===== config.mk =====
export PLATFORM = sky130hd
export DESIGN_NAME = dap_bit_shifter
export DESIGN_NICKNAME = d
export VERILOG_FILES = /design/src/rtl/dap_shift_pkg.sv /design/src/rtl/dap_bit_shifter.sv
export SDC_FILE = /design/constraint.sdc
export NUM_CORES = 1
export LEC_CHECK = 0
export CORE_ASPECT_RATIO = 1.1
export CORE_MARGIN = 5
export CORE_UTILIZATION = 56
export DETAILED_ROUTE_END_ITERATION = 12
export PLACE_DENSITY = 0.85
export SYNTH_ARGS = -nofsm -noshare
export SYNTH_HDL_FRONTEND = slang
export SYNTH_SLANG_ARGS = --single-unit

===== constraint.sdc =====
create_clock -name clk -period 10.5 [get_ports clk]
set_input_delay 2.1 -clock clk [delete_from_list [all_inputs] [get_ports clk]]
set_output_delay 2.1 -clock clk [all_outputs]
set_load 0.01 [all_outputs]

===== src/rtl/dap_shift_pkg.sv =====
`default_nettype none
// ============================================================================
//  Module  : dap_shift_pkg
//  Brief   : Shared sizing and state encoding for the DAP serial bit shifter.
//  Revision: 1.0 - initial release
// ============================================================================
package dap_shift_pkg;

  localparam int MAX_BITS_DEF = 64;
  localparam int CNT_W_DEF    = $clog2(MAX_BITS_DEF + 1);

  typedef enum logic [1:0] {
    ST_IDLE  = 2'd0,
    ST_ARM   = 2'd1,
    ST_SHIFT = 2'd2,
    ST_DONE  = 2'd3
  } state_t;

endpackage
`default_nettype wire


===== src/rtl/dap_bit_shifter.sv =====
`default_nettype none
// ============================================================================
//  Module  : dap_bit_shifter
//  Brief   : Shifts a 1..MAX_BITS command LSB-first onto one IO line on SCLK
//            strobes and captures the same number of bits from the input.
//            Macro DAP_SHIFT_PARK_EN keeps io_out/io_oe parked after a command.
//  Revision: 1.0 - initial release
// ============================================================================
module dap_bit_shifter
  import dap_shift_pkg::*;
#(
  parameter int MAX_BITS = MAX_BITS_DEF,
  parameter int CNT_W    = $clog2(MAX_BITS + 1)
) (
  input  logic                clk,
  input  logic                reset,
  input  logic                sclk_pulse,
  input  logic                sclk_delay_pulse,
  input  logic                cmd_valid,
  output logic                cmd_ready,
  input  logic [CNT_W-1:0]    cmd_nbits,
  input  logic                cmd_drive,
  input  logic [MAX_BITS-1:0] cmd_wdata,
  output logic                rsp_valid,
  input  logic                rsp_ready,
  output logic [MAX_BITS-1:0] rsp_rdata,
  output logic                io_out,
  output logic                io_oe,
  input  logic                io_in,
  output logic                busy
);

  localparam int               IDX_W   = (MAX_BITS > 1) ? $clog2(MAX_BITS) : 1;
  localparam logic [CNT_W-1:0] MAX_CNT = CNT_W'(MAX_BITS);
  localparam logic [CNT_W-1:0] ONE_CNT = CNT_W'(1);

  state_t              state_q;
  logic [CNT_W-1:0]    nbits_q;
  logic                drive_q;
  logic [MAX_BITS-1:0] wdata_q;
  logic [MAX_BITS-1:0] rdata_q;
  logic [CNT_W-1:0]    out_cnt_q;
  logic [CNT_W-1:0]    in_cnt_q;
  logic                io_out_q;
  logic                io_oe_q;
  logic                cmd_ready_q;
  logic                rsp_valid_q;
  logic                busy_q;

  logic [CNT_W-1:0]    nbits_d;
  logic [CNT_W-1:0]    out_cnt_d;
  logic [CNT_W-1:0]    in_cnt_d;
  logic                pulse_fire;
  logic                smp_fire;

  // The sample gate compares against out_cnt after this cycle's pulse, so a
  // coincident strobe pair drives and samples the same bit.
  always_comb begin
    nbits_d    = (cmd_nbits > MAX_CNT) ? MAX_CNT : cmd_nbits;
    pulse_fire = 1'b0;
    smp_fire   = 1'b0;
    out_cnt_d  = out_cnt_q;
    in_cnt_d   = in_cnt_q;
    if ((state_q == ST_ARM || state_q == ST_SHIFT) && sclk_pulse &&
        (out_cnt_q < nbits_q)) begin
      pulse_fire = 1'b1;
      out_cnt_d  = out_cnt_q + ONE_CNT;
    end
    if ((state_q == ST_SHIFT || (state_q == ST_ARM && pulse_fire)) &&
        sclk_delay_pulse && (in_cnt_q < out_cnt_d)) begin
      smp_fire = 1'b1;
      in_cnt_d = in_cnt_q + ONE_CNT;
    end
  end

  always_ff @(posedge clk) begin
    if (reset) begin
      state_q     <= ST_IDLE;
      nbits_q     <= '0;
      drive_q     <= 1'b0;
      wdata_q     <= '0;
      rdata_q     <= '0;
      out_cnt_q   <= '0;
      in_cnt_q    <= '0;
      io_out_q    <= 1'b0;
      io_oe_q     <= 1'b0;
      cmd_ready_q <= 1'b1;
      rsp_valid_q <= 1'b0;
      busy_q      <= 1'b0;
    end else begin
      case (state_q)
        ST_IDLE: begin
          if (cmd_valid && cmd_ready_q) begin
            nbits_q     <= nbits_d;
            drive_q     <= cmd_drive;
            wdata_q     <= cmd_wdata;
            rdata_q     <= '0;
            out_cnt_q   <= '0;
            in_cnt_q    <= '0;
            cmd_ready_q <= 1'b0;
            busy_q      <= 1'b1;
            state_q     <= (nbits_d == '0) ? ST_DONE : ST_ARM;
          end
        end
        ST_ARM, ST_SHIFT: begin
          out_cnt_q <= out_cnt_d;
          in_cnt_q  <= in_cnt_d;
          if (pulse_fire) begin
            io_out_q <= wdata_q[out_cnt_q[IDX_W-1:0]];
            io_oe_q  <= drive_q;
            state_q  <= ST_SHIFT;
          end
          if (smp_fire) begin
            rdata_q[in_cnt_q[IDX_W-1:0]] <= io_in;
          end
          if (smp_fire && (in_cnt_d == nbits_q)) begin
            state_q     <= ST_DONE;
            rsp_valid_q <= 1'b1;
`ifdef DAP_SHIFT_PARK_EN
`else
            io_oe_q     <= 1'b0;
`endif
          end
        end
        ST_DONE: begin
          // A zero-bit command arrives here with rsp_valid still low.
          if (rsp_valid_q && rsp_ready) begin
            state_q     <= ST_IDLE;
            rsp_valid_q <= 1'b0;
            cmd_ready_q <= 1'b1;
            busy_q      <= 1'b0;
          end else begin
            rsp_valid_q <= 1'b1;
          end
        end
        default: state_q <= ST_IDLE;
      endcase
    end
  end

  assign cmd_ready = cmd_ready_q;
  assign rsp_valid = rsp_valid_q;
  assign rsp_rdata = rdata_q;
  assign io_out    = io_out_q;
  assign io_oe     = io_oe_q;
  assign busy      = busy_q;

endmodule
`default_nettype wire


### Yosys cells after proc, flatten, opt, wreduce, memory -nomap -nowiden

Cells that the tools add are included.

* add/subtract/negate cells: 2
* $lt $le $gt $ge: 6
* equal/unequal tests: 9
* multiplexer cells: 33
* reduce and logical (&&, ||, !) cells: 26

Operator list (number)
* 64-bit two-way mux: 2
* 64-bit case mux with 2 select lines: 1
* 64-bit bitwise mux: 1
* 7-bit two-way mux: 4
* 7-bit case mux with 2 select lines: 2
* 7-bit by 1-bit adder with 7-bit output, second input constant: 2
* 6-bit by 7-bit < comparator with 1-bit output, second input constant: 2
* 7-bit < comparator: 2
* 1-bit two-way mux: 12
* 2-bit two-way mux: 5
* 2-bit AND reduction: 5
* 1-bit logical AND: 9
* 3-bit AND reduction: 3
* 2-bit != test, second input constant: 4
* 2-bit nonzero test: 4
* 7-bit == test: 1
* 7-bit > comparator, second input constant: 1
* 7-bit logical NOT: 1
* 1-bit binary-select mux with 6-bit select: 1
* 1-bit demux with 6-bit select: 1
* 6-bit by 1-bit greater-or-equal comparator with 1-bit output, second input constant: 1
* 1-bit case mux with 2 select lines: 3
* 2-bit case mux with 3 select lines: 1
* 2-bit == test, second input constant: 2
* 5 further kinds: 6

* register bits after elaboration: 157
* bits of input ports: 79
* output and inout bits: 69
* logic and storage cells: 88

### Logic depth before layout (Yosys ltp)

Gate-level depths: netlist of run 1.

* word-level depth: 14
* depth in mapped cells: 16
* mapped depth without buffers: 14

### Worst setup path before layout of run 1

Ideal clock, no wire load.

* kind: input port to flip-flop
* from: input sclk_pulse
* to: register in_cnt_q[3]
* setup time: 0.074 ns
* data arrival time: 4.881 ns
* data required time: 10.426 ns
* path slack: 5.545 ns
* stages on the path: 12
* path buffers: 0
* path through: nor2b_1 -> o2111ai_2 -> a2111oi_2 -> nor2b_1 -> xnor2_1 -> ha_1 -> and4_1 -> o21ai_1 -> o21ai_0 -> a211o_1 -> or4_1 -> a31oi_1

* word-level cells in the longest chain between the ends: 9
* elaborated cells on any way between the ends: 11
* classes of those cells: order compare: 1; mux: 4; reduce/logical: 6

Ends and longest elaborated chain
* start, declared: RTL line dap_bit_shifter.sv:17 `input logic sclk_pulse,`
* 1-bit logical AND * (2 in a row): RTL line dap_bit_shifter.sv:64 `if ((state_q == ST_ARM || state_q == ST_SHIFT) && sclk_pulse &&`
* parallel branches: the longest is 4 deep, another holds 7-bit < comparator
* 1-bit logical AND *: RTL line dap_bit_shifter.sv:70 `sclk_delay_pulse && (in_cnt_q < out_cnt_d)) begin`
* 7-bit two-way mux *: RTL line dap_bit_shifter.sv:69 `if ((state_q == ST_SHIFT || (state_q == ST_ARM && pulse_fire)) &&`
* 7-bit case mux with 2 select lines *: RTL line dap_bit_shifter.sv:91 `case (state_q)`
* end signal, assigned: RTL line dap_bit_shifter.sv:107 `in_cnt_q <= in_cnt_d;`
* end, declared: RTL line dap_bit_shifter.sv:43 `logic [CNT_W-1:0] in_cnt_q;`

Mark *: on every way between the ends.
A chain may end at the register's enable or synchronous reset.

### Worst setup path after layout of run 1

* from: input sclk_pulse
* to: register in_cnt_q[5]

Same word-level chain as after synthesis.

==> impl_results.md, run 1 <==
- Fill count: 1007
- Seq/Total Area, Yosys: 41.4%
- Initial DRC Count: 645
- Post-synth EDFFs: 0
- Most frequent cells in the layout: nand2_1, dfxtp_1, clkdlybuf4s50_1
- Die width: around 120 microns
- Synthesized area per cell: 8.36 sq um
- # H-tree levels: 4
- Post-route setup slack: about 4.6 ns
- Final cycle utilization of the critical path: 55.9%
- Post-CTS Repair Setup Buffers: 0
- Worst Hold Endpoint: wdata_q[50]$_SDFFE_PP0P_
- Seq cells post-synth: 157
- Slew Limit Fails: 0
- RSZ-0062 raised after global routing: false
- FMAX: 170 MHz
- Crit-path max FO: 75
- Worst Tran Pin Value: 1.18 ns
- Final Setup Violations: 0
- Dominant synthesized flop cell: dfxtp_1
- WP data arrival: 6.18 ns
- Clk_lat worst skew: 0.43 ns
- Worst Hold Class: reg2reg
- Num CTS Buffers: 17
- Synth area leader: dfxtp_1
- Initial antenna violation count: 0
- Post-Route WL: roughly 20 mm
- Via density per instance: around 5.8
- Slew headroom: 20.8%
- Clk network pwr share: 39.5%
- Reg2Reg Setup Slack: 5.75 ns
- Crit path top cell by count: nor2b_1
- Hold_buf cts: 0
- Pin count of the biggest net entering global routing: 96
- CP Class: in2reg
- Static Leak: around 3.7 nW
- Post-synthesis cell type count: 64
- Area contributors post-synth: dfxtp_1, nand2_1, mux2i_1
- Hold path start: wdata_q[50]$_SDFFE_PP0P_
- IR Drop Worst-Case VDD: between 100 and 150 uV
- Cell family with most CP delay: compound AO/OA/AOI/OAI gates
- CP bufs+invs: 2
- Required time of the critical path: 10.81 ns
- Hold Crit Depth: 2
- Total number of vias: 6948
- Warnings, synthesis: 0
- Core area: about 13000 sq um
- Num ports: 148
- # rows: 44
- Fin. Hold Viols: 0
- Power share of the sequential group: 40.5%
- Cell Area, Synth: 7600 sq um
- Finished Core Util: 73.1%
- CTS tree: yes
- Area growth from synthesis to layout: 27.6%
- Top-area cell type share of the netlist area: 41.4%
- Sw Share: roughly 30%
- GRT Resource Usage Total: about a quarter
- Worst Setup Start Kind: input pin
- Fin crit period: 5.87 ns
- Layout cells sized above 1: 6.54%
- # resized after CTS: 0
- Ordered cell list for the critical path: clkdlybuf4s50_1 > nor2b_1 > o2111ai_2 > a2111oi_2 > nor2b_1 > xnor2_1 > ha_1 > and4_1 > o21ai_1 > o21ai_0 > a211oi_4 > buf_4 > a31oi_1 > a32o_1
- Full die area: 16000 sq um
- Max-Cap Viols: 0
- Final GP Congestion: 0.892
- Clock Pin Slew Worst Setup and Hold Paths: 0.06 ns
- Int Power: 1.16 mW
- Post-Syn Nets: 1006
- Power density cells: about 170 nW/um^2
- Port bufs: 147
- Max incr delay on CP: between 0.5 and 0.6 ns
- Mapped Cells: 909
- Max Buffers Root-to-Sink: 2
- Outcome: finished, final reports clean
- Vias in the first global route: 6779
- Pre-CTS setup slack: 4.34 ns
- DRT antenna net count: 0
- Clock Sinks: 157
- Reg2reg path depth: 14
- Detailed placer's ending HPWL: 13.3 mm
- WL/cell: 16.7 microns
- Crit path capture type: flip-flop
- Nets: 1108
- DRT Pass-1 Iters: 5
- Async SR Flop Fraction: 0%
- Setup TNS Final: 0 ns
- Comb power frac: 20.0%
- Net Switching: 496 uW
- Reg-to-reg startpoint: state_q[0]$_SDFFE_PP0P_
- Diode count: 0
- Residual DRC: 0
- CTS root buffer: clkbuf_16
- Max stage delay cell, worst path: buf_4
- Commonest non-fill, non-tap cell in the layout: nand2_1
- Worst R2R End: in_cnt_q[5]$_SDFFE_PP0P_
- Die Height: 132 microns
- Clk_skew: 0.0111 ns
- Remaining global-route overflow: 0
- Global-route wire length before repair: 32.8 mm
- Initial Util: around 57%
-- layer usage --
metal  vias up  GRT usage (%)  part of all wire, %
met5         -              0                    0
met4         0           14.4                  3.6
met3        59           7.08                  8.1
met2       280           42.7                   49
met1      3233           29.2                   39
li1       3376              -                    -
-- cell type report --
class	count	area (sq um)	share of cell area (%)
clock buffers	19	443	4.57
clock inverters	13	186	1.92
inverters	15	56.3	0.580
multi-input cells	667	4130	42.6
flip-flops and latches	157	3140	32.4
well taps	184	230	2.37
repair buffers	153	1510	15.6
-- worst register-to-register path, cell delays in order (launching register included) --
cell	delay [ns]
dfxtp_1	0.41
inv_1	0.09
ha_1	0.60
o2111ai_2	0.29
a2111oi_2	0.57
nor2b_1	0.30
xnor2_1	0.15
ha_1	0.26
and4_1	0.19
o21ai_1	0.11
o21ai_0	0.19
a211oi_4	0.30
buf_4	0.59
a31oi_1	0.28
a32o_1	0.32
-- power by group through the flow --
stage / Clock (mW) / Sequential [mW] / Combinational, mW
floorplan: 0 / 0.677 / 0.229
global placement: 0 / 0.682 / 0.325
detailed placement: 0 / 0.685 / 0.328
CTS: 0.662 / 0.672 / 0.331
global route: 0.688 / 0.678 / 0.366
finish: 0.656 / 0.672 / 0.332
-- stage by stage --
stage	area, sq um	hold WS [ns]	total power, mW	cells
6_report	9700	0.452	1.66	1208
5_1_grt	9700	0.474	1.73	1208
4_1_cts	9700	0.455	1.67	1208
3_5_place_dp	9070	0.446	1.01	1176
3_3_place_gp	9070	0.439	1.01	1176
2_1_floorplan	7600	0.433	0.906	909
-- worst max path at each step --
stage,cells after the start,endpoint,start
2_1_floorplan,12,in_cnt_q[3]$_SDFFE_PP0P_,sclk_pulse
4_1_cts,14,in_cnt_q[5]$_SDFFE_PP0P_,sclk_pulse
3_5_place_dp,14,in_cnt_q[6]$_SDFFE_PP0P_,sclk_pulse
6_report,14,in_cnt_q[5]$_SDFFE_PP0P_,sclk_pulse
5_1_grt,14,in_cnt_q[5]$_SDFFE_PP0P_,sclk_pulse
3_3_place_gp,14,in_cnt_q[5]$_SDFFE_PP0P_,sclk_pulse
-- synthesized netlist by cell type (3+ instances only) --
cell type  count
buf_2         16
and3_1         5
and2_1         4
nand2_1      226
nor3b_1        5
o221ai_1       7
dfxtp_1      157
nand3b_1       6
o21ai_1        3
xor2_1         4
o21a_1         3
a32o_1         3
o211ai_1       3
ha_1          18
nor4b_2        3
o22ai_1        4
inv_1         14
a21o_1         4
nor2_1        28
buf_1          9
nand4_1        6
clkbuf_1      42
a211oi_1       6
a22oi_1        3
o21ai_0       17
a31oi_1        8
mux4_2         8
mux2i_1       78
nand3_1       69
nor2b_1        6
a21oi_1       87
xnor2_1        9
nor3_1         9
-- registers in the layout, indices dropped and copies added, names as in the netlist --
register / count
io_out: 1
in_cnt_q: 7
nbits_q: 7
cmd_ready: 1
out_cnt_q: 7
state_q: 2
busy: 1
rsp_rdata: 64
io_oe: 1
drive_q: 1
rsp_valid: 1
wdata_q: 64
-- logic make-up (layout without fill, tap and decap cells) --
| logic type | after synthesis | after routing | share of synthesized area (%) |
|---|---|---|---|
| xor gates and xnor gates | 13 | 13 | 1.50 |
| buffers and inverters | 85 | 200 | 4.66 |
| DFF | 157 | 157 | 41.4 |
| AOI/OAI and AO/OA | 163 | 163 | 13.3 |
| adders and majority gates | 18 | 18 | 2.96 |
| and+or+nand+nor | 384 | 384 | 23.1 |
| muxes | 89 | 89 | 13.1 |
No activity file was read; power rests on OpenSTA's default activity.
==> run 2: changes to the inputs <==
Settings changed: CORE_UTILIZATION 56 to 52, PLACE_DENSITY 0.85 to 0.8.
Clock period 10.5 ns to 5.67 ns, I/O delays scaled along.
==> impl_results.md, run 2 (synthesis results as in run 1) <==
- # H-tree levels: 4
- Final Setup Violations: 0
- Worst Tran Pin Value: ~1.1 ns
- FF+latch area: between 3000 and 4000 sq um
- Reg-to-reg startpoint: state_q[0]$_SDFFE_PP0P_
- # resized after CTS: 0
- Hold WS: 0.452 ns
- Residual DRC: 0
- Power density cells: 307 nW/um^2
- Setup TNS Final: 0 ns
- Clock Pin Slew Worst Setup and Hold Paths: 0.06 ns
- Pin count of the biggest net entering global routing: between 90 and 100
- Fill count: 1236
- Most frequent cells in the layout: nand2_1, dfxtp_1, clkdlybuf4s50_1
- Initial antenna violation count: 0
- Vias in the first global route: ~6300
- Post-Route WL: 19.4 mm
- IR Drop Worst-Case VDD: 225 uV
- Crit path capture type: flip-flop
- GR peak layer: met2
- Multi-input combinational cell area: 4130 sq um
- Required time of the critical path: 5.94 ns
- Outcome: finished, final reports clean
- FMAX: ~220 MHz
- Num CTS Buffers: 17
- GR met3 Demand/Resource: between 5 and 6%
- Fin crit period: ~4.5 ns
- Area growth from synthesis to layout: 27.7%
- Layout cells sized above 1: under 10%
- Clk_lat worst skew: 0.43 ns
- Full die area: approximately 17000 sq um
- RSZ-0062 raised after global routing: false
- Global-route wire length before repair: 31.0 mm
- Clock Sinks: 157
- CP Class: in2reg
- Num ports: between 100 and 150
- Crit-path max FO: 27
- Port bufs: approximately 150
- Max-Cap Viols: 0
- Initial DRC Count: 563
- Reg2Reg Setup Slack: 1.33 ns
- Final cycle utilization of the critical path: around 80%
- Diode count: 0
- Worst R2R End: rsp_rdata[41]$_SDFFE_PP0P_
- # rows: 46
- Hold_buf cts: 0
- GRT Resource Usage Total: 22.3%
- Nets: 1114
- Initial Util: 52.8%
- WL/cell: 15.9 microns
- Via density per instance: 5.53
- Post-CTS Repair Setup Buffers: 0
- CTS root buffer: clkbuf_16
- Met1 Usage GRT: a little over a quarter
- Total number of vias: 6762
- Reg2reg path depth: 14
- Detailed placer's ending HPWL: approximately 13 mm
- Fin. Hold Viols: 0
- Clk_skew: 0.00968 ns
- Die width: 125 microns
- Slew headroom: 25.7%
- Core area: 14400 sq um
- DRT antenna net count: 0
- Worst Hold Class: reg2reg
- CTS tree: yes
- Hold Crit Depth: 2
- Worst Hold Endpoint: wdata_q[2]$_SDFFE_PP0P_
- Grt met2 use: 38.0%
- Static Leak: 3.70 nW
- Commonest non-fill, non-tap cell in the layout: nand2_1
- Slew Limit Fails: 0
- Finished Core Util: roughly two thirds
- Die Height: approximately 140 microns
- DRT Pass-1 Iters: 5
- Hold path start: wdata_q[2]$_SDFFE_PP0P_
- Remaining global-route overflow: 0
- Worst Setup Start Kind: input pin
- WP data arrival: 4.82 ns
- Final GP Congestion: 0.956
- Max Buffers Root-to-Sink: 2
==> run 2: changes by cell type in the layout (fill, tap and decap cells not counted) <==
cell,previous run,this run
inv_6,3,1
clkinv_2,3,1
clkbuf_1,1,5
bufinv_16,4,2
clkbuf_8,1,2
buf_4,6,12
clkinv_4,2,3
==> run 2: area by class of cell <==
cell class	instances	area share, %
Multi-Input combinational cell	667	42.5
Sequential cell	157	32.4
Timing Repair Buffer	159	16.0
Clock buffer	24	4.86
Tap cell	192	2.48
Clock inverter	8	1.11
Inverter	15	0.580
==> run 2: per-layer routing <==
metal	vias up	wire length (microns)	share of wire (%)
met4	0	481	2.5
met1	3130	8230	42
met2	215	9460	49
li1	3389	-	-
met3	28	1270	6.5
met5	-	0	0
==> run 2: metrics by stage <==
| step | power, mW | instances | setup WS (ns) | cell area, sq um |
|---|---|---|---|---|
| 3_3_place_gp | 1.87 | 1190 | 0.784 | 9130 |
| 3_5_place_dp | 1.88 | 1190 | 0.703 | 9130 |
| 4_1_cts | 3.00 | 1222 | 1.15 | 9710 |
| 5_1_grt | 3.11 | 1222 | 0.892 | 9710 |
| 6_report | 2.98 | 1222 | 1.12 | 9710 |
| 2_1_floorplan | 1.68 | 909 | 1.68 | 7600 |
==> run 2: worst max path at each step <==
stage | startpoint | depth (start not counted) | slack [ns] | end
after floorplan | sclk_pulse | 12 | 1.68 | in_cnt_q[3]$_SDFFE_PP0P_
after global placement | sclk_pulse | 14 | 0.78 | rsp_rdata[34]$_SDFFE_PP0P_
after detailed placement | sclk_pulse | 14 | 0.70 | rsp_rdata[41]$_SDFFE_PP0P_
after CTS | sclk_pulse | 14 | 1.15 | rsp_rdata[41]$_SDFFE_PP0P_
after global routing | sclk_pulse | 14 | 0.89 | rsp_rdata[41]$_SDFFE_PP0P_
final | sclk_pulse | 14 | 1.12 | rsp_rdata[41]$_SDFFE_PP0P_
==> run 2: power breakdown <==
| group | internal (mW) | switching, mW |
|---|---|---|
| Combinational | 0.221 | 0.397 |
| Clock | 0.674 | 0.451 |
| Sequential | 1.19 | 0.0500 |
| Total | 2.09 | 0.898 |
==> run 2: worst max-delay path, stage by stage <==
cell and delay [ns]:
clkdlybuf4s50_1 0.47, nor2b_1 0.15, o2111ai_2 0.20, a2111oi_2 0.55, nor2b_1 0.29, xnor2_1 0.15
ha_1 0.26, and4_1 0.19, o21ai_1 0.10, o21ai_0 0.18, a211oi_4 0.46, buf_4 0.36
nand3_1 0.14, mux2i_1 0.17
==> run 3: changes to the inputs <==
Settings changed: CORE_UTILIZATION 52 to 47, PLACE_DENSITY 0.8 to 0.76.
Clock period 5.67 ns to 3.9 ns, I/O delays scaled along.
==> impl_results.md, run 3 (synthesis results as in run 1) <==
- FMAX: 272 MHz
- Crit path capture type: flip-flop
- Via density per instance: 5.57
- GRT Resource Usage Total: 21.6%
- Max stage delay cell, worst path: clkdlybuf4s50_1
- Clock Sinks: 157
- Vias in the first global route: 6812
- Global-route wire length before repair: 33.5 mm
- CTS root buffer: clkbuf_16
- Pin count of the biggest net entering global routing: 94
- # rows: 48
- Fin. Hold Viols: 0
- Diode count: 0
- WP data arrival: 4.03 ns
- Worst Hold Class: reg2reg
- DRT Pass-1 Iters: 5
- Die width: 131 microns
- Reg2reg path depth: 15
- IR Drop Worst-Case VDD: 317 uV
- RSZ-0062 raised after global routing: false
- Total number of vias: 7005
- Max Buffers Root-to-Sink: 2
- Post-Route WL: approximately 21 mm
- Area growth from synthesis to layout: 31.9%
- Core area: about 16000 sq um
- Power density cells: about 440 nW/um^2
- CTS tree: yes
- Commonest non-fill, non-tap cell in the layout: nand2_1
- Reg2Reg Setup Slack: 0.30 ns
- Hold_buf cts: 0
- Hold path start: wdata_q[50]$_SDFFE_PP0P_
- Clk_lat worst skew: 0.43 ns
- Crit-path max FO: 5
- Initial Util: 48.1%
- Worst Setup Start Kind: input pin
- Num CTS Buffers: 17
- Die Height: approximately 140 microns
- Post-route setup slack: 0.222 ns
- Crit path from: sclk_pulse
- Most frequent cells in the layout: nand2_1, dfxtp_1, clkdlybuf4s50_1
- CP Class: in2reg
- Pre-CTS setup slack: -0.470 ns
- Nets: 1142
- DRT antenna net count: 0
- Outcome: finished, final reports clean
- Final cycle utilization of the critical path: between 90 and 100%
- Residual DRC: 0
- Reg-to-reg startpoint: nbits_q[4]$_SDFFE_PP0P_
- Final GP Congestion: between 0.9 and 1
- Num ports: 148
- Hold Crit Depth: 2
- Initial DRC Count: 382
- Slew headroom: 16.9%
- Full die area: 18800 sq um
- Finished Core Util: 63.4%
- Worst R2R End: in_cnt_q[3]$_SDFFE_PP0P_
- Fin crit period: 3.68 ns
- Max-Cap Viols: 0
- Clock Pin Slew Worst Setup and Hold Paths: 0.06 ns
- Static Leak: ~3.8 nW
- Remaining global-route overflow: 0
- Worst Tran Pin Value: ~1.2 ns
- Layout cells sized above 1: 10.2%
- Slew Limit Fails: 0
- # H-tree levels: 4
- Initial antenna violation count: 0
- Clk_skew: 0.00977 ns
- Port bufs: 147
- Max incr delay on CP: 0.49 ns
- Crit path top cell by count: buf_4
- Worst Hold Endpoint: wdata_q[50]$_SDFFE_PP0P_
- Final Setup Violations: 0
- Required time of the critical path: 4.25 ns
- Ordered cell list for the critical path: clkdlybuf4s50_1 > nor2b_1 > o2111ai_2 > buf_4 > a21oi_2 > mux2i_2 > ha_1 > o21a_1 > o211ai_1 > a211oi_1 > buf_4 > a211o_4 > or4_1 > a31oi_1
- WL/cell: 16.4 microns
- Detailed placer's ending HPWL: 14.3 mm
run 3: changes by cell type in the layout (fill, tap and decap cells not counted), moves of 2 or more:
cell	previous run	this run
buf_4	12	36
buf_12	0	4
inv_6	1	5
clkinv_4	3	0
clkbuf_1	5	3
clkinvlp_4	1	3
o21ai_2	1	3
run 3: repair_timing:
action	in CTS	in global routing
cloned	0	0
setup buffers	1	1
pin swaps	1	4
resized for setup	1	12
setup endpoints to repair	68	75
run 3: layout make-up:
type,count,area (sq um)
sequential,157,3140
fill,1386,5770
clock buffer,22,464
tap,200,250
inverter,15,56.3
timing repair buffer,187,1820
clock inverter,10,101
multi-input combinational,667,4190
run 3: how the worst max path moves through the flow:
| stage | slack [ns] | depth (start not counted) | endpoint |
|---|---|---|---|
| 4_1_cts | 0.009 | 13 | in_cnt_q[3]$_SDFFE_PP0P_ |
| 5_1_grt | 0.008 | 17 | rsp_rdata[52]$_SDFFE_PP0P_ |
| 3_3_place_gp | -0.41 | 14 | rsp_rdata[63]$_SDFFE_PP0P_ |
| 2_1_floorplan | 0.26 | 12 | in_cnt_q[3]$_SDFFE_PP0P_ |
| 3_5_place_dp | -0.47 | 14 | rsp_rdata[16]$_SDFFE_PP0P_ |
| 6_report | 0.22 | 14 | in_cnt_q[3]$_SDFFE_PP0P_ |
run 3: where the power goes:
group	switching [mW]	internal [mW]
Sequential	0.0697	1.73
Clock	0.682	0.921
Combinational	0.613	0.354
run 3: through the flow:
step	instances	power, mW	setup TNS [ns]	instance area, sq um	hold WS [ns]
2_1_floorplan	909	2.44	0	7600	0.433
4_1_cts	1257	4.37	0	9960	0.454
3_3_place_gp	1224	2.77	-27.77	9370	0.439
3_5_place_dp	1224	2.78	-31.23	9370	0.446
6_report	1258	4.37	0	10000	0.452
5_1_grt	1258	4.57	0	10000	0.473
run 3: critical path: cells and delay by family:
family                     cells  cell delay [ns]
adders and majority gates      1             0.27
and+or+nand+nor                2             0.63
buffers and inverters          3             0.86
AOI/OAI and AO/OA              7             1.23
muxes                          1             0.26
run 3: layer usage:
layer | up-vias | global-route usage (%) | wire length (microns) | part of all wire, %
met5 | - | 0 | 0 | 0
met1 | 3270 | 24.9 | 8470 | 41
met2 | 237 | 37.6 | 10100 | 49
met3 | 50 | 5.46 | 1340 | 6.5
li1 | 3448 | - | - | -
met4 | 0 | 10.8 | 618 | 3.0
